[config.mk]
export PLATFORM = sky130hd
export DESIGN_NAME = switch_input_port
export DESIGN_NICKNAME = d
export VERILOG_FILES = /design/src/rtl/switch_pkg.sv /design/src/rtl/switch_desc_fifo.sv /design/src/rtl/switch_input_port.sv
export SDC_FILE = /design/constraint.sdc
export NUM_CORES = 1
export LEC_CHECK = 0
export BUFFER_PORTS_ARGS = -buffer_cell sky130_fd_sc_hd__buf_2
export CAP_MARGIN = 20
export CORE_MARGIN = 8
export CORE_UTILIZATION = 49
export DETAILED_ROUTE_END_ITERATION = 6
export HOLD_SLACK_MARGIN = 0.12
export PLACE_DENSITY = 0.83
export SLEW_MARGIN = 30
export SYNTH_ARGS = -nofsm -noshare
export SYNTH_HDL_FRONTEND = slang
export SYNTH_HIERARCHICAL = 1
export SYNTH_SLANG_ARGS = --single-unit
[constraint.sdc]
create_clock -name clock -period 9.1 [get_ports clock]
set_clock_uncertainty 0.2 [all_clocks]
set_input_delay 2.73 -clock clock [delete_from_list [all_inputs] [get_ports clock]]
set_output_delay 2.73 -clock clock [all_outputs]
set_load 0.01 [all_outputs]
[src/rtl/switch_pkg.sv]
// switch_pkg: shared constants and types for the switch input port.
//   NUM_PORTS / PORT_IDLE : port numbering (destinations 1..NUM_PORTS, 0 = idle)
//   PORT_W / LEN_W        : width of a port code and of a packet length
//   COUNT_W               : width of queue occupancy counters (covers DEPTH up to 16)
//   desc_t                : queued descriptor {dest, len}
//   state_t               : input port FSM encoding
//   desc_legal()          : filter deciding whether an offered descriptor is stored
package switch_pkg;

  localparam int NUM_PORTS = 8;
  localparam int PORT_W    = 4;
  localparam int LEN_W     = 4;
  localparam int COUNT_W   = 5;

  localparam logic [PORT_W-1:0] PORT_IDLE = '0;
  localparam logic [PORT_W-1:0] PORT_MAX  = PORT_W'(NUM_PORTS);

  typedef struct packed {
    logic [PORT_W-1:0] dest;
    logic [LEN_W-1:0]  len;
  } desc_t;

  typedef enum logic [1:0] {
    ST_IDLE = 2'd0,
    ST_REQ  = 2'd1,
    ST_XFER = 2'd2,
    ST_GAP  = 2'd3
  } state_t;

  // A descriptor is kept only if it names a real output other than the
  // port's own loopback and carries at least one beat.
  function automatic logic desc_legal(input logic [PORT_W-1:0] dest,
                                      input logic [LEN_W-1:0]  len,
                                      input logic [PORT_W-1:0] self_dest);
    return (dest != PORT_IDLE) && (dest <= PORT_MAX) &&
           (len != '0) && (dest != self_dest);
  endfunction

endpackage

[src/rtl/switch_desc_fifo.sv]
// switch_desc_fifo: descriptor queue for one switch input port.
//   clock, reset_n : clock and asynchronous active-low reset (empties the queue)
//   push, push_data: write one descriptor (ignored when full)
//   pop            : discard the head descriptor (ignored when empty)
//   head           : current head descriptor (valid when !empty)
//   empty, count   : occupancy status; push and pop together keep count unchanged
module switch_desc_fifo
  import switch_pkg::*;
#(
  parameter int DEPTH = 4
) (
  input  logic               clock,
  input  logic               reset_n,
  input  logic               push,
  input  desc_t              push_data,
  input  logic               pop,
  output desc_t              head,
  output logic               empty,
  output logic [COUNT_W-1:0] count
);

  localparam int AW = (DEPTH > 1) ? $clog2(DEPTH) : 1;

  desc_t          mem [DEPTH];
  logic [AW-1:0]  wr_ptr;
  logic [AW-1:0]  rd_ptr;
  logic           do_push;
  logic           do_pop;

  assign do_push = push && (count < COUNT_W'(DEPTH));
  assign do_pop  = pop && (count != '0);
  assign empty   = (count == '0);
  assign head    = mem[rd_ptr];

  // Storage carries no reset; only pointers and count define contents.
  always_ff @(posedge clock) begin
    if (do_push) mem[wr_ptr] <= push_data;
  end

  // DEPTH is a power of two, so pointers wrap naturally.
  always_ff @(posedge clock or negedge reset_n) begin
    if (!reset_n) begin
      wr_ptr <= '0;
      rd_ptr <= '0;
      count  <= '0;
    end else begin
      if (do_push) wr_ptr <= wr_ptr + AW'(1);
      if (do_pop)  rd_ptr <= rd_ptr + AW'(1);
      case ({do_push, do_pop})
        2'b10:   count <= count + COUNT_W'(1);
        2'b01:   count <= count - COUNT_W'(1);
        default: count <= count;
      endcase
    end
  end

endmodule

[src/rtl/switch_input_port.sv]
// switch_input_port: one input port of an 8-port switch. Queues packet
// descriptors, drops illegal ones, requests the destination output from the
// arbiter and streams the packet beats to the crossbar while granted.
//   clock, reset_n              : clock, asynchronous active-low reset
//   in_valid/in_ready/in_dest/in_len : descriptor input
//   request / grant             : arbiter interface (0 = idle, 1..8 = output)
//   ack                         : one-hot completion pulse, bit dest-1
//   xfer_valid/xfer_ready/xfer_dest/xfer_beat/xfer_last : beat stream
//   drop_count                  : saturating count of dropped descriptors
//   q_count                     : queue occupancy
//   fsm_state                   : current FSM state (observability)
//
// Handshakes: a descriptor is taken on a rising edge where in_valid && in_ready;
// a beat is taken on a rising edge where xfer_valid && xfer_ready. Valid-side
// signals hold their payload until taken; ready never depends on valid.
module switch_input_port
  import switch_pkg::*;
#(
  parameter int PORT_ID = 0,
  parameter int DEPTH   = 4
) (
  input  logic               clock,
  input  logic               reset_n,
  input  logic               in_valid,
  output logic               in_ready,
  input  logic [PORT_W-1:0]  in_dest,
  input  logic [LEN_W-1:0]   in_len,
  output logic [PORT_W-1:0]  request,
  input  logic [PORT_W-1:0]  grant,
  output logic [7:0]         ack,
  output logic               xfer_valid,
  input  logic               xfer_ready,
  output logic [PORT_W-1:0]  xfer_dest,
  output logic [LEN_W-1:0]   xfer_beat,
  output logic               xfer_last,
  output logic [7:0]         drop_count,
  output logic [COUNT_W-1:0] q_count,
  output state_t             fsm_state
);

  localparam logic [PORT_W-1:0] SELF_DEST = PORT_W'(PORT_ID + 1);

  state_t             state;
  state_t             state_next;
  logic               ready_en;
  logic               accept;
  logic               legal;
  logic               push;
  logic               drop;
  logic               pop;
  desc_t              head;
  logic               empty;
  logic [LEN_W-1:0]   beat;
  logic               grant_ok;
  logic               at_last;
  logic               beat_fire;
  logic               last_fire;

  // in_ready stays low through reset and rises on the first edge after it.
  always_ff @(posedge clock or negedge reset_n) begin
    if (!reset_n) ready_en <= 1'b0;
    else          ready_en <= 1'b1;
  end

  // Registered count only: a full queue cannot accept even if it pops this cycle.
  assign in_ready = ready_en && (q_count < COUNT_W'(DEPTH));
  assign accept   = in_valid && in_ready;
  assign legal    = desc_legal(in_dest, in_len, SELF_DEST);
  assign push     = accept && legal;
  assign drop     = accept && !legal;

  switch_desc_fifo #(.DEPTH(DEPTH)) u_fifo (
    .clock     (clock),
    .reset_n   (reset_n),
    .push      (push),
    .push_data ({in_dest, in_len}),
    .pop       (pop),
    .head      (head),
    .empty     (empty),
    .count     (q_count)
  );

  always_ff @(posedge clock or negedge reset_n) begin
    if (!reset_n)                       drop_count <= '0;
    else if (drop && drop_count != 8'hFF) drop_count <= drop_count + 8'd1;
  end

  // Any grant value other than the head destination counts as no grant.
  assign grant_ok  = (grant == head.dest);
  assign at_last   = (beat == head.len - LEN_W'(1));
  assign beat_fire = (state == ST_XFER) && grant_ok && xfer_ready;
  assign last_fire = beat_fire && at_last;
  assign pop       = last_fire;

  always_ff @(posedge clock or negedge reset_n) begin
    if (!reset_n) begin
      state <= ST_IDLE;
      beat  <= '0;
    end else begin
      state <= state_next;
      if (beat_fire) beat <= at_last ? '0 : beat + LEN_W'(1);
    end
  end

  // request depends only on registered state and queue head, never on grant.
  always_comb begin
    state_next = state;
    request    = PORT_IDLE;
    case (state)
      ST_IDLE: if (!empty) state_next = ST_REQ;
      ST_REQ: begin
        request = head.dest;
        if (grant_ok) state_next = ST_XFER;
      end
      ST_XFER: begin
        request = head.dest;
        if (last_fire) state_next = ST_GAP;
      end
      ST_GAP:  state_next = ST_IDLE;
      default: state_next = ST_IDLE;
    endcase
  end

  assign xfer_valid = (state == ST_XFER) && grant_ok;
  assign xfer_dest  = (state == ST_XFER) ? head.dest : PORT_IDLE;
  assign xfer_beat  = beat;
  assign xfer_last  = (state == ST_XFER) && at_last;
  assign ack        = last_fire ? (8'd1 << (head.dest - PORT_W'(1))) : 8'd0;
  assign fsm_state  = state;

endmodule

---- Word-level counts from Yosys, hierarchy flattened ----
Memories as Yosys holds them, arrays and structs flattened.
Cells that the tools add are included.
word-level totals
  memory bits (writable) .................. 32
  memories kept ........................... 1
  output and inout bits ................... 38
  latch bits .............................. 0
  logic and storage cells ................. 65
  memory bits (read-only) ................. 0
  register bits ........................... 24
  input port bits ......................... 16
operators by class
  multiplexer cells ....................... 11
  order comparisons ....................... 2
  equality and inequality tests ........... 12
  div/mod/pow operators ................... 0
  shift operators ......................... 1
  add/sub/neg operators ................... 8
  reduce and logical (&&, ||, !) cells .... 23
  multipliers ............................. 0
  bitwise operators ....................... 0
memory list
  memory      depth  width  read ports  clocked after Yosys merged registers in  wr ports  RTL line                source
  u_fifo.mem  4      8      1           0                                        1         switch_desc_fifo.sv:24  desc_t mem [DEPTH];
operators by type and width
  cell                   number
  $logic_and A1 B1 Y1    14
  $mux W4                3
  $pmux W5 S2            1
  $add A8 B1 Y8 const B  1
  $eq A4 B4 Y1           2
  $mux W8                1
  $ne A8 B8 Y1 const B   1
  $pmux W2 S4            1
  $reduce_bool A4 Y1     2
  $shl A1 B4 Y8 const A  1
  $sub A4 B1 Y4 const B  2
  $eq A2 B2 Y1 const B   3
  $mux W2                3
  $ne A2 B2 Y1 const B   3
  $add A5 B1 Y5 const B  1
  $logic_not A5 Y1       1
  $lt A5 B3 Y1 const B   1
  $reduce_bool A5 Y1     1
  $sub A5 B1 Y5 const B  1
  $add A2 B1 Y2 const B  2
  $add A4 B1 Y4 const B  1
  $eq A2 B1 Y1 const B   2
  $le A4 B4 Y1 const B   1
  $ne A4 B1 Y1 const B   1
  6 further kinds        7

---- Longest topological paths before layout ----
Gate-level depths: netlist of the first run.
  depth after elaboration ................. 8
  depth in mapped cells ................... 16
  mapped depth without buffers ............ 15

---- Hierarchy ----
Netlist of the first run, hierarchy kept.
by module, submodules not included
  module             cells an instance  seq. area each (um^2)  instances  area each (um^2)
  switch_desc_fifo   106                1186.1                 1          1798.0
  switch_input_port  117                375.4                  1          1127.3

---- Least setup slack after synthesis of the first run ----
OpenSTA, ideal clock, no wires.
  kind .................................... input port to output port
  start ................................... input grant[1]
  end ..................................... output ack[0]
  path slack .............................. 2247 ps
  arrival time ............................ 3923 ps
  data required time ...................... 6170 ps
  path buffers ............................ 0
  cell stages on the path ................. 4
  path through ............................ xor2_1 -> nor4_4 -> nand4_4 -> nor4b_1
between the ends
  cells in the longest elaborated chain, start to end .. 5
ends and longest elaborated chain
  item                               RTL line                  source
  start, declared                    switch_input_port.sv:29   input logic [PORT_W-1:0] grant,
  $eq A4 B4 Y1                       switch_input_port.sv:89   assign grant_ok = (grant == head.dest);
  $logic_and A1 B1 Y1 (2 in series)  switch_input_port.sv:91   assign beat_fire = (state == ST_XFER) && grant_ok && xfer_ready;
  $logic_and A1 B1 Y1                switch_input_port.sv:92   assign last_fire = beat_fire && at_last;
  $mux W8                            switch_input_port.sv:128  assign ack = last_fire ? (8'd1 << (head.dest - PORT_W'(1))) : 8'd0;
  end, declared                      switch_input_port.sv:30   output logic [7:0] ack,
Every way passes these cells.

---- Worst setup path in the final report of the first run ----
  start ................................... input grant[1]
  end ..................................... output ack[6]
The elaborated chain is that of the path after synthesis.

==> results_tabular.tex, run 1 <==
\begin{tabular}{lr}
\hline
Metric & Value \\
\hline
\multicolumn{2}{l}{\textbf{Clock tree}} \\
\quad TritonCTS clock tree & built \\
\quad Post-CTS Hold Fix Bufs & 0 \\
\quad Number of buffers on the longest clock path & 2 \\
\quad H-tree Lvls & 2 \\
\quad Count of instances resized after the clock tree is built & 0 \\
\quad Clock Root Buffer & clkbuf\_8 \\
\quad Clock buffers created by TritonCTS & 5 \\
\quad Post-CTS Setup Bufs & 0 \\
\quad Later-pin clock latency in the skew report & 290 ps \\
\quad Num Clock Sinks & between 50 and 60 \\
\quad Clock transition at the registers of the reported paths & 80 ps \\
\multicolumn{2}{l}{\textbf{Die}} \\
\quad Horizontal die dimension & 93.27 microns \\
\quad Floorplan row count & 28 \\
\quad Die Footprint & 8698 sq um \\
\quad Io pins & 54 \\
\quad Chip Height & between 90 and 100 microns \\
\quad Starting utilization of the core area & 50.00\% \\
\quad Core area & 5851 sq um \\
\multicolumn{2}{l}{\textbf{Placed design}} \\
\quad HPWL after DPL & between 4000 and 5000 microns \\
\quad Quantity of I/O buffers inserted on ports & between 50 and 60 \\
\quad Routability-driven placement congestion ratio & 0.8077 \\
\quad Number of cells in the design after placement & approximately 350 \\
\multicolumn{2}{l}{\textbf{Synthesis}} \\
\quad Post-Syn Nets & between 200 and 300 \\
\quad Area share of the largest cell type after synthesis & between 30\% and 40\% \\
\quad Leading register cell type out of synthesis & edfxtp\_1 \\
\quad Number of enable-type register cells in the synthesized netlist & 32 \\
\quad Most area-consuming cells after synthesis & edfxtp\_1 (33\%), dfrtp\_1 (21\%), ha\_1 (6.4\%) \\
\quad Sequential fraction of the synthesis area & between 50\% and 60\% \\
\quad Avg Cell Area, Syn & 13.12 sq um \\
\quad Count of mapped cells out of synthesis & roughly 220 \\
\quad Number of synthesis warnings & 6 \\
\quad Seq cells post-synth & 56 \\
\quad Cell taking the most area after synthesis & edfxtp\_1 \\
\quad Cell area after synthesis & 2925 sq um \\
\quad Synth async-reset ratio & 42.86\% \\
\quad Distinct cell type count of the synthesized netlist & 50 \\
\multicolumn{2}{l}{\textbf{Timing}} \\
\quad Slew headroom & about three fifths \\
\quad Achievable Freq & 140.2 MHz \\
\quad Final-report setup violation count & 0 \\
\quad Setup repair after global routing missed its margin & false \\
\quad Min Clock Period, post-route & slightly above 7000 ps \\
\quad Hold Fails Final Rpt & 0 \\
\quad Share of the clock period used by the worst path & slightly below 80\% \\
\quad Number of slew-limit violations in the final report & 0 \\
\quad Final-layout setup total negative slack & 0 ps \\
\quad Tightest Pin Transition & 597.7 ps \\
\multicolumn{2}{l}{\textbf{Critical path}} \\
\quad Sort of element at the end of the critical path & primary output \\
\quad Element type at the critical path start & input pin \\
\quad Critical path, cell by cell & buf\_2 > xor2\_1 > nor4\_4 > nand4\_4 > nor2\_1 > and4b\_1 > buf\_2 \\
\quad Critical-path maximum fanout & 5 \\
\quad Crit path max-delay cell type & nor4\_4 \\
\quad Worst Path Class, Setup & in2out \\
\quad CP Data Required Time & 6170 ps \\
\quad Data arrival at the endpoint of the critical path & 4200 ps \\
\quad CP peak stage delay & roughly 440 ps \\
\quad Dominant cell type by count on the critical path & buf\_2 \\
\multicolumn{2}{l}{\textbf{Drt}} \\
\quad Initial DRC count & between 70 and 80 \\
\quad Final antenna-violating net count & 0 \\
\quad Number of vias after detailed routing & 1892 \\
\quad Vias/cell & around 5.3 \\
\quad Number of optimization iterations in the first detailed-route pass & 4 \\
\quad Drc violations & 0 \\
\quad Routed wire per std cell & 15.81 microns \\
\quad Total detailed-routing wirelength & approximately 5600 microns \\
\multicolumn{2}{l}{\textbf{Cells and area}} \\
\quad Final std cells w/o fill & 354 \\
\quad Diodes inserted & 0 \\
\quad Area overhead of the layout relative to synthesis & 13.99\% \\
\quad Fraction of layout cells with a size suffix above 1 & between 20 and 30\% \\
\quad Filler cell count & 487 \\
\quad Number of nets in the layout & 310 \\
\multicolumn{2}{l}{\textbf{Power}} \\
\quad Cell Int Power & 473.9 uW \\
\quad Sw Share & 34.91\% \\
\quad Power Density & 218.3 nW/um\^{}2 \\
\quad Static power due to leakage & 1.468 nW \\
\quad Maximum VDD drop & 0.1295 mV \\
\quad Combinational fraction of design power & 35.3\% \\
\quad Part of the total power dissipated in the clock network & 17.0\% \\
\quad Proportion of power drawn by flip-flops and latches & 47.7\% \\
\quad Switch Pwr & 254.1 uW \\
\multicolumn{2}{l}{\textbf{GRT}} \\
\quad GR Util met1 & 15.43\% \\
\quad Largest net degree at the start of global routing & 25 \\
\quad First-pass GRT wire length & 9397 microns \\
\quad Met3 track demand over resource in global routing & 3.926\% \\
\quad Via count of the first global-routing pass & 2018 \\
\quad Global Route met2 Usage & 23.38\% \\
\quad Overflow after GRT & 0 \\
\quad Global-route total usage across every layer & 13.45\% \\
\quad Number of antenna violations at the first check in global routing & 0 \\
\quad Most heavily used metal layer in global routing & met2 \\
\multicolumn{2}{l}{\textbf{Worst hold path}} \\
\quad Worst min-delay path category & reg2reg \\
\multicolumn{2}{l}{\textbf{Status}} \\
\quad Result of the run & finished, final reports clean \\
\multicolumn{2}{l}{\textbf{Job}} \\
\quad Count of max-cap constraint violations & 0 \\
\hline
\end{tabular}
worst paths after layout:
path | cells after the start | from | end | slack [ps]
worst min-delay path | 1 | drop_count[5]$_DFFE_PN0P_ | drop_count[5]$_DFFE_PN0P_ | 300
worst min register to register | 1 | drop_count[5]$_DFFE_PN0P_ | drop_count[5]$_DFFE_PN0P_ | 300
max in group asynchronous | 1 | reset_n | drop_count[4]$_DFFE_PN0P_ | 6100
worst max-delay path | 7 | grant[1] | ack[6] | 1970
min in group asynchronous | 1 | reset_n | fsm_state[0]$_DFFE_PN0P_ | 2220
worst max register to register | 14 | u_fifo/rd_ptr[0]$_DFFE_PN0P_ | u_fifo/count[4]$_DFFE_PN0P_ | 4500
through the flow:
step / hold WS [ps] / worst slack [ps] / utilization (%) / power (mW) / area (sq um)
after floorplan: 319.7 / 2247 / - / 0.5204 / 2925
after global routing: 330.6 / 1844 / 56.99 / 0.7826 / 3334
after CTS: 308.0 / 1952 / 56.99 / 0.7364 / 3334
final: 302.2 / 1970 / 56.99 / 0.7280 / 3334
after global placement: 270.4 / 2041 / 55.62 / 0.6021 / 3254
after detailed placement: 290.4 / 1952 / 55.62 / 0.6119 / 3254
cell usage in the layout, fill, tap and decap left out, drive strengths merged, types with 3 or more instances in the layout:
cell,instances
nor2,6
inv,15
and2,12
and3,14
xor2,9
edfxtp,32
nand4,5
xnor2,12
ha,15
nand2,14
dfrtp,24
buf,53
nor4b,3
mux4,8
nor3,4
nand3,5
clkbuf,7
o21ai,12
a21oi,3
worst max-delay path: cells and delay by family:
family / cells / cell delay [ps]
XOR/XNOR: 1 / 180
AND/OR/NAND/NOR: 4 / 1060
buffers and inverters: 2 / 230
logic make-up (layout without fill, tap and decap cells):
| group | count (synthesis) | in the layout | share of synthesized area, % |
|---|---|---|---|
| AO/OA/AOI/OAI | 23 | 23 | 5.390 |
| XOR/XNOR | 22 | 22 | 7.100 |
| adder cells (fa/ha/maj) | 16 | 16 | 7.100 |
| buffers and inverters | 20 | 76 | 2.951 |
| flip-flops | 56 | 56 | 53.38 |
| multiplexers | 10 | 10 | 6.929 |
| other | 1 | 1 | 0.1282 |
| AND/OR/NAND/NOR | 75 | 75 | 17.02 |
per-layer routing:
layer | part of all wire (%) | vias up | routed length (microns)
met3 | 7.2 | 4 | 405
met2 | 49 | 52 | 2756
met5 | 0 | - | 0
met4 | 0.98 | 0 | 55
met1 | 42 | 916 | 2378
li1 | - | 920 | -
sequential cells by signal, summed over array words and instances, names as in the netlist:
signal,count
xfer_beat,4
ready_en,1
u_fifo/rd_ptr,2
u_fifo/mem,32
u_fifo/wr_ptr,2
u_fifo/count,5
fsm_state,2
drop_count,8
synth_stat cells, types with 5 or more instances:
cell       n
dfrtp_1   24
inv_1     14
and3_1    14
o21ai_0    7
and2_1    12
nor2_1     6
o21ai_1    5
xor2_1     9
edfxtp_1  32
mux4_2     8
ha_1      15
xnor2_1   12
nand2_1   14
final cells by class:
class	instances	area [sq um]	area share [%]
Clock buffer	7	76.32	2.289
Inverter	15	56.30	1.689
Clock inverter	1	3.754	0.1126
Tap cell	75	93.84	2.814
Sequential cell	56	1562	46.83
Multi-Input combinational cell	147	1277	38.31
Timing Repair Buffer	53	265.3	7.955
power groups by stage:
stage	combinational [mW]	clock, mW	sequential [mW]
3_3_place_gp	0.251	0	0.351
6_report	0.257	0.124	0.347
3_5_place_dp	0.259	0	0.353
2_1_floorplan	0.164	0	0.357
5_1_grt	0.290	0.139	0.354
4_1_cts	0.260	0.129	0.348
(Power assumes the default switching activity.)
==> run 2, diff against run 1 <==
- ABC_AREA: default -> 1
- PLACE_DENSITY: 0.83 -> 0.85
- clock period: 9.1 -> 6.35 ns (I/O delays scaled with it)
==> run 2 against run 1 <==
Die area is 7.7% higher; hold slack hardly changed; area after synthesis is 9.3% higher; largest power group unchanged.
==> results_tabular.tex, run 2 <==
\begin{tabular}{lr}
\hline
Metric & Value \\
\hline
\multicolumn{2}{l}{\textbf{Synthesis}} \\
\quad Number of synthesis warnings & 6 (unchanged) \\
\quad Most area-consuming cells after synthesis & edfxtp\_1 (30\%), dfrtp\_1 (19\%), nand2\_1 (8.7\%) (was edfxtp\_1 (33\%), dfrtp\_1 (21\%), ha\_1 (6.4\%)) \\
\quad Post-Syn Nets & 383 (was 255) \\
\quad Leading register cell type out of synthesis & edfxtp\_1 (unchanged) \\
\quad Cell taking the most area after synthesis & edfxtp\_1 (unchanged) \\
\quad Leading cell type by number of instances after synthesis & nand2\_1 (was edfxtp\_1) \\
\quad Mux contribution to synthesized area & 0\% (was 6.929\%) \\
\quad Post-Synth Adder-Cell Area & 6.497\% (was 7.100\%) \\
\quad Combinational family with the most area after synthesis & simple AND/OR/NAND/NOR gates (unchanged) \\
\quad Distinct cell type count of the synthesized netlist & 35 (was 50) \\
\quad Sequential fraction of the synthesis area & 48.85\% (was 53.38\%) \\
\quad Avg Cell Area, Syn & 9.108 sq um (was 13.12 sq um) \\
\quad Cell area after synthesis & 3197 sq um (was 2925 sq um) \\
\quad Count of mapped cells out of synthesis & 351 (was 223) \\
\quad Number of enable-type register cells in the synthesized netlist & 32 (unchanged) \\
\quad Synth async-reset ratio & 42.86\% (unchanged) \\
\quad XOR/XNOR share of the synthesized area & 3.288\% (was 7.100\%) \\
\quad Area share of the largest cell type after synthesis & 30.06\% (was 32.85\%) \\
\quad Seq cells post-synth & 56 (unchanged) \\
\quad Fraction of the mapped netlist area in compound gates & 8.337\% (was 5.389\%) \\
\quad Post-synth top cells & nand2\_1 (74), inv\_1 (55), nor2\_1 (39), edfxtp\_1 (32), dfrtp\_1 (24) (was edfxtp\_1 (32), dfrtp\_1 (24), ha\_1 (15)) \\
\quad Post-synthesis share of cell area spent on and, or, nand and nor gates & 23.56\% (was 17.02\%) \\
\multicolumn{2}{l}{\textbf{Cells and area}} \\
\quad Filler cell count & 568 (was 487) \\
\quad Area overhead of the layout relative to synthesis & 12.17\% (was 13.99\%) \\
\quad Largest registers ranked by flip-flop count & u\_fifo/mem: 32 flops, drop\_count: 8 flops, u\_fifo/count: 5 flops (unchanged) \\
\quad Area taken by flip-flops and latches & 1562 sq um (unchanged) \\
\quad Max FFs per register & 32 (unchanged) \\
\quad Diodes inserted & 0 (unchanged) \\
\quad Fraction of layout cells with a size suffix above 1 & 24.38\% (was 29.03\%) \\
\quad Most frequent cells in the layout & nand2\_1 (74), inv\_1 (55), buf\_2 (53), nor2\_1 (39), edfxtp\_1 (32) (was buf\_2 (53), edfxtp\_1 (32), dfrtp\_1 (24), ha\_1 (15)) \\
\quad Total area of multi-input combinational cells & 1336 sq um (was 1277 sq um) \\
\quad Leading cell type in the layout, fill and taps excluded & nand2\_1 (was buf\_2) \\
\quad Most flops, register & u\_fifo/mem (unchanged) \\
\quad Number of nets in the layout & 437 (was 310) \\
\multicolumn{2}{l}{\textbf{Clock tree}} \\
\quad Num Clock Sinks & 56 (unchanged) \\
\quad Clock Root Buffer & clkbuf\_8 (unchanged) \\
\quad Later-pin clock latency in the skew report & 310 ps (was 290 ps) \\
\quad Post-CTS Setup Bufs & 0 (unchanged) \\
\quad H-tree Lvls & 2 (unchanged) \\
\quad Number of buffers on the longest clock path & 2 (unchanged) \\
\quad Clock buffers created by TritonCTS & 5 (unchanged) \\
\quad Post-CTS Hold Fix Bufs & 0 (unchanged) \\
\quad Clock transition at the registers of the reported paths & 90 ps (was 80 ps) \\
\quad TritonCTS clock tree & built (unchanged) \\
\quad Count of instances resized after the clock tree is built & 0 (unchanged) \\
\multicolumn{2}{l}{\textbf{Power}} \\
\quad Static power due to leakage & 1.804 nW (was 1.468 nW) \\
\quad Cell Int Power & 587.8 uW (was 473.9 uW) \\
\quad Overall power consumption & 893.5 uW (was 728.0 uW) \\
\quad Switch Pwr & 305.8 uW (was 254.1 uW) \\
\quad Sw Share & 34.22\% (was 34.91\%) \\
\quad Maximum VDD drop & 0.1842 mV (was 0.1295 mV) \\
\quad Power Density & 249.2 nW/um\^{}2 (was 218.3 nW/um\^{}2) \\
\quad Part of the total power dissipated in the clock network & 21.1\% (was 17.0\%) \\
\quad Proportion of power drawn by flip-flops and latches & 49.3\% (was 47.7\%) \\
\quad Combinational fraction of design power & 29.6\% (was 35.3\%) \\
\multicolumn{2}{l}{\textbf{Placed design}} \\
\quad Routability-driven placement congestion ratio & 0.8135 (was 0.8077) \\
\quad Placement Setup Slack & 1122 ps (was 1952 ps) \\
\quad HPWL after DPL & 4905 microns (was 4315 microns) \\
\quad Quantity of I/O buffers inserted on ports & 53 (unchanged) \\
\multicolumn{2}{l}{\textbf{Die}} \\
\quad Die Footprint & 9364 sq um (was 8698 sq um) \\
\quad Horizontal die dimension & 96.77 microns (was 93.27 microns) \\
\quad Starting utilization of the core area & 50.63\% (was 50.00\%) \\
\quad Floorplan row count & 29 (was 28) \\
\quad Core area & 6314 sq um (was 5851 sq um) \\
\quad Chip Height & 96.77 microns (was 93.27 microns) \\
\quad Io pins & 54 (unchanged) \\
\multicolumn{2}{l}{\textbf{Drt}} \\
\quad Vias/cell & 4.938 (was 5.345) \\
\quad Number of optimization iterations in the first detailed-route pass & 4 (unchanged) \\
\quad Final antenna-violating net count & 0 (unchanged) \\
\quad Drc violations & 0 (unchanged) \\
\quad Number of vias after detailed routing & 2385 (was 1892) \\
\quad Routed wire per std cell & 13.24 microns (was 15.81 microns) \\
\quad Total detailed-routing wirelength & 6397 microns (was 5596 microns) \\
\quad Initial DRC count & 228 (was 75) \\
\multicolumn{2}{l}{\textbf{Critical path}} \\
\quad CP peak stage delay & 170 ps (was 440 ps) \\
\quad Data arrival at the endpoint of the critical path & 3130 ps (was 4200 ps) \\
\quad CP Data Required Time & 4240 ps (was 6170 ps) \\
\quad Element type at the critical path start & input pin (unchanged) \\
\quad Critical-path maximum fanout & 6 (was 5) \\
\quad Critical path, cell by cell & buf\_2 > inv\_1 > nand2\_1 > nand2\_1 > nor2\_2 > nand3\_2 > nor2\_4 > nand2\_4 > clkinv\_2 > nand3\_2 > nor2\_1 > buf\_2 (was buf\_2 > xor2\_1 > nor4\_4 > nand4\_4 > nor2\_1 > and4b\_1 > buf\_2) \\
\quad Worst Path Class, Setup & in2out (unchanged) \\
\quad Sort of element at the end of the critical path & primary output (unchanged) \\
\quad Crit path max-delay cell type & nor2\_4 (was nor4\_4) \\
\multicolumn{2}{l}{\textbf{Timing}} \\
\quad Achievable Freq & 191.2 MHz \\
\quad Setup repair after global routing missed its margin & false (unchanged) \\
\quad Min Clock Period, post-route & 5231 ps \\
\quad Final hold slack & 302.5 ps (was 302.2 ps) \\
\quad Final-report setup violation count & 0 (unchanged) \\
\quad Tightest Pin Transition & 803.2 ps (was 597.7 ps) \\
\quad Number of slew-limit violations in the final report & 0 (unchanged) \\
\quad Worst Slack Setup Final & 1119 ps (was 1970 ps) \\
\quad Hold Fails Final Rpt & 0 (unchanged) \\
\quad Share of the clock period used by the worst path & 82.37\% \\
\quad Final-layout setup total negative slack & 0 ps (unchanged) \\
\quad Slew headroom & 46.26\% (was 60.15\%) \\
\multicolumn{2}{l}{\textbf{GRT}} \\
\quad Overflow after GRT & 0 (unchanged) \\
\quad Largest net degree at the start of global routing & 25 (unchanged) \\
\quad Via count of the first global-routing pass & 2372 (was 2018) \\
\quad Global-route total usage across every layer & 14.03\% (was 13.45\%) \\
\quad Number of antenna violations at the first check in global routing & 0 (unchanged) \\
\quad First-pass GRT wire length & 11230 microns (was 9397 microns) \\
\multicolumn{2}{l}{\textbf{Job}} \\
\quad Count of max-cap constraint violations & 0 (unchanged) \\
\multicolumn{2}{l}{\textbf{Status}} \\
\quad Result of the run & finished, final reports clean (unchanged) \\
\multicolumn{2}{l}{\textbf{Worst hold path}} \\
\quad Worst min-delay path category & reg2reg (unchanged) \\
\hline
\end{tabular}
[run 2: cells by family after synthesis]
family	after synthesis
DFF	56
adders and majority gates	16
and+or+nand+nor	160
other	1
AOI/OAI and AO/OA	38
buffers and inverters	68
xor gates and xnor gates	12
[run 2: worst max-delay path, delay by kind of cell]
family                 cells  cell delay (ps)
buffers and inverters      4              360
AND/OR/NAND/NOR            8              850
[run 2: power groups by stage]
stage / combinational, mW / clock, mW / sequential, mW
after floorplan: 0.179 / 0 / 0.449
after detailed placement: 0.266 / 0 / 0.449
after global placement: 0.255 / 0 / 0.447
final: 0.264 / 0.189 / 0.441
after global routing: 0.301 / 0.207 / 0.446
after CTS: 0.267 / 0.193 / 0.441
[run 2: path summary, 6_finish.rpt]
check	from	slack, ps	cells after the start	to
worst max register to register	u_fifo/rd_ptr[0]$_DFFE_PN0P_	2370	23	u_fifo/count[4]$_DFFE_PN0P_
worst min-delay path	drop_count[4]$_DFFE_PN0P_	300	1	drop_count[4]$_DFFE_PN0P_
worst max-delay path	grant[1]	1120	12	ack[5]
min in group asynchronous	reset_n	1390	1	xfer_beat[2]$_DFFE_PN0P_
max in group asynchronous	reset_n	4180	1	u_fifo/count[1]$_DFFE_PN0P_
worst min register to register	drop_count[4]$_DFFE_PN0P_	300	1	drop_count[4]$_DFFE_PN0P_
[run 2: metrics by stage]
step | area, sq um | std cells | utilization (%)
final | 3586 | 483 | 56.80
after global routing | 3586 | 483 | 56.80
after CTS | 3586 | 483 | 56.80
after detailed placement | 3501 | 475 | 55.45
after global placement | 3501 | 475 | 55.45
after floorplan | 3197 | 351 | -
[run 2: layout make-up]
type | count | share of cell area (%)
clock buffer | 6 | 2.024
clock inverter | 2 | 0.3489
inverter | 62 | 6.734
multi-input combinational | 227 | 37.26
sequential | 56 | 43.55
tap | 77 | 2.687
timing repair buffer | 53 | 7.397
[run 2: routing by layer]
| metal | routed length [microns] | global-route usage [%] | vias up |
|---|---|---|---|
| met5 | 0 | 0 | - |
| met2 | 3218 | 24.38 | 62 |
| met3 | 493 | 4.552 | 2 |
| met1 | 2645 | 15.73 | 1101 |
| met4 | 40 | 4.734 | 0 |
| li1 | - | - | 1220 |
==> run 3, diff against run 2 <==
- ABC_AREA: 1 -> 0
- PLACE_DENSITY: 0.85 -> 0.83
- clock period: 6.35 -> 5.37 ns (I/O delays scaled with it)
==> run 3 against run 2 <==
Sequential power rose by 33%; via count decreased by 20%; setup slack worse by 630 ps; highest routed layer unchanged; register-to-register slack worse by 1300 ps; global-route usage down 0.26 points; flip-flop and latch count unchanged; non-clock buffer count increased by 2; design area decreased by 6.3%; sequential share of layout area rose by 2.9 points; hold slack worse by 10 ps; critical path depth decreased by 5.
==> results_tabular.tex, run 3 (synthesis gave the netlist of run 1 again) <==
\begin{tabular}{lr}
\hline
Metric & Value \\
\hline
\multicolumn{2}{l}{\textbf{GRT}} \\
\quad Via count of the first global-routing pass & 2049 (was 2372) \\
\quad Overflow after GRT & 0 (unchanged) \\
\quad Largest net degree at the start of global routing & 25 (unchanged) \\
\quad First-pass GRT wire length & 9563 microns (was 11230 microns) \\
\quad Global-route total usage across every layer & 13.78\% (was 14.03\%) \\
\quad Number of antenna violations at the first check in global routing & 0 (unchanged) \\
\multicolumn{2}{l}{\textbf{Status}} \\
\quad Result of the run & finished, final reports clean (unchanged) \\
\multicolumn{2}{l}{\textbf{Drt}} \\
\quad Vias/cell & 5.346 (was 4.938) \\
\quad Drc violations & 0 (unchanged) \\
\quad Routed wire per std cell & 16.00 microns (was 13.24 microns) \\
\quad Initial DRC count & 86 (was 228) \\
\quad Total detailed-routing wirelength & 5695 microns (was 6397 microns) \\
\quad Number of optimization iterations in the first detailed-route pass & 4 (unchanged) \\
\quad Number of vias after detailed routing & 1903 (was 2385) \\
\quad Final antenna-violating net count & 0 (unchanged) \\
\multicolumn{2}{l}{\textbf{Cells and area}} \\
\quad Number of nets in the layout & 312 (was 437) \\
\quad Area taken by flip-flops and latches & 1562 sq um (unchanged) \\
\quad Total area of multi-input combinational cells & 1277 sq um (was 1336 sq um) \\
\quad Fraction of layout cells with a size suffix above 1 & 29.89\% (was 24.38\%) \\
\quad Most frequent cells in the layout & buf\_2 (53), edfxtp\_1 (32), dfrtp\_1 (24), ha\_1 (15) (was nand2\_1 (74), inv\_1 (55), buf\_2 (53), nor2\_1 (39), edfxtp\_1 (32)) \\
\quad Max FFs per register & 32 (unchanged) \\
\quad Area overhead of the layout relative to synthesis & 14.84\% (was 12.17\%) \\
\quad Leading cell type in the layout, fill and taps excluded & buf\_2 (was nand2\_1) \\
\quad Diodes inserted & 0 (unchanged) \\
\quad Most flops, register & u\_fifo/mem (unchanged) \\
\quad Filler cell count & 494 (was 568) \\
\quad Largest registers ranked by flip-flop count & u\_fifo/mem: 32 flops, drop\_count: 8 flops, u\_fifo/count: 5 flops (unchanged) \\
\multicolumn{2}{l}{\textbf{Die}} \\
\quad Die Footprint & 8698 sq um (was 9364 sq um) \\
\quad Core area & 5851 sq um (was 6314 sq um) \\
\quad Chip Height & 93.27 microns (was 96.77 microns) \\
\quad Floorplan row count & 28 (was 29) \\
\quad Horizontal die dimension & 93.27 microns (was 96.77 microns) \\
\quad Starting utilization of the core area & 50.00\% (was 50.63\%) \\
\quad Io pins & 54 (unchanged) \\
\multicolumn{2}{l}{\textbf{Timing}} \\
\quad Number of slew-limit violations in the final report & 0 (unchanged) \\
\quad Min Clock Period, post-route & 4884 ps \\
\quad Final-report setup violation count & 0 (unchanged) \\
\quad Setup repair after global routing missed its margin & false (unchanged) \\
\quad Tightest Pin Transition & 568.6 ps (was 803.2 ps) \\
\quad Worst Slack Setup Final & 486.3 ps (was 1119 ps) \\
\quad Achievable Freq & 204.8 MHz \\
\quad Final-layout setup total negative slack & 0 ps (unchanged) \\
\quad Hold Fails Final Rpt & 0 (unchanged) \\
\quad Slew headroom & 62.10\% (was 46.26\%) \\
\quad Share of the clock period used by the worst path & 90.94\% \\
\multicolumn{2}{l}{\textbf{Worst hold path}} \\
\quad Worst min-delay path category & reg2reg (unchanged) \\
\multicolumn{2}{l}{\textbf{Critical path}} \\
\quad Element type at the critical path start & input pin (unchanged) \\
\quad CP Data Required Time & 3560 ps (was 4240 ps) \\
\quad Sort of element at the end of the critical path & primary output (unchanged) \\
\quad Worst Path Class, Setup & in2out (unchanged) \\
\quad Critical-path maximum fanout & 5 (was 6) \\
\quad Data arrival at the endpoint of the critical path & 3070 ps (was 3130 ps) \\
\multicolumn{2}{l}{\textbf{Placed design}} \\
\quad Quantity of I/O buffers inserted on ports & 53 (unchanged) \\
\quad Routability-driven placement congestion ratio & 0.8132 (was 0.8135) \\
\quad HPWL after DPL & 4447 microns (was 4905 microns) \\
\quad Placement Setup Slack & 484.9 ps (was 1122 ps) \\
\multicolumn{2}{l}{\textbf{Power}} \\
\quad Overall power consumption & 1.256 mW (was 893.5 uW) \\
\quad Power Density & 373.9 nW/um\^{}2 (was 249.2 nW/um\^{}2) \\
\quad Maximum VDD drop & 0.1632 mV (was 0.1842 mV) \\
\quad Static power due to leakage & 1.484 nW (was 1.804 nW) \\
\multicolumn{2}{l}{\textbf{Clock tree}} \\
\quad Number of buffers on the longest clock path & 2 (unchanged) \\
\quad Post-CTS Setup Bufs & 0 (unchanged) \\
\quad Clock Root Buffer & clkbuf\_8 (unchanged) \\
\quad H-tree Lvls & 2 (unchanged) \\
\quad TritonCTS clock tree & built (unchanged) \\
\quad Count of instances resized after the clock tree is built & 0 (unchanged) \\
\quad Clock buffers created by TritonCTS & 5 (unchanged) \\
\quad Later-pin clock latency in the skew report & 300 ps (was 310 ps) \\
\quad Post-CTS Hold Fix Bufs & 0 (unchanged) \\
\quad Clock transition at the registers of the reported paths & 90 ps (about the same) \\
\quad Num Clock Sinks & 56 (unchanged) \\
\multicolumn{2}{l}{\textbf{Job}} \\
\quad Count of max-cap constraint violations & 0 (unchanged) \\
\hline
\end{tabular}
## run 3: per-stage QoR
step | instances | area (sq um) | utilization, % | hold WS, ps
2_1_floorplan | 223 | 2925 | - | 319.7
3_3_place_gp | 348 | 3269 | 55.88 | 270.4
3_5_place_dp | 348 | 3269 | 55.88 | 279.7
4_1_cts | 356 | 3359 | 57.42 | 295.8
5_1_grt | 356 | 3359 | 57.42 | 320.0
6_report | 356 | 3359 | 57.42 | 292.5
## run 3: metal layers
layer	global-route usage (%)	share of wire (%)
met3	3.846	8.1
met2	23.74	48
met1	15.49	41
met5	0	0
met4	6.174	2.2
## run 3: layout make-up
class	count	area share, %
Inverter	15	1.676
Timing Repair Buffer	55	8.343
Clock buffer	8	2.682
Sequential cell	56	46.48
Tap cell	75	2.793
Multi-Input combinational cell	147	38.03
## run 3: critical path, cell delays in order
cell	delay, ps
buf_2	100
xor2_1	180
nor4_4	440
nand4_4	190
nor2_1	200
and4b_1	210
buf_2	130
## run 3: power breakdown
group          internal (mW)  total, mW  switching [mW]
Clock                  0.105      0.227           0.122
Sequential             0.520      0.588          0.0675
Combinational          0.194      0.441           0.247
## run 3: worst paths after layout
check / startpoint / to / slack (ps) / cells past startpoint
max: grant[1] / ack[5] / 490 / 7
min: drop_count[7]$_DFFE_PN0P_ / drop_count[7]$_DFFE_PN0P_ / 290 / 1
max reg2reg: u_fifo/rd_ptr[0]$_DFFE_PN0P_ / u_fifo/count[4]$_DFFE_PN0P_ / 1080 / 15
min reg2reg: drop_count[7]$_DFFE_PN0P_ / drop_count[7]$_DFFE_PN0P_ / 290 / 1
max in group asynchronous: reset_n / drop_count[5]$_DFFE_PN0P_ / 3490 / 1
min in group asynchronous: reset_n / fsm_state[0]$_DFFE_PN0P_ / 1090 / 1
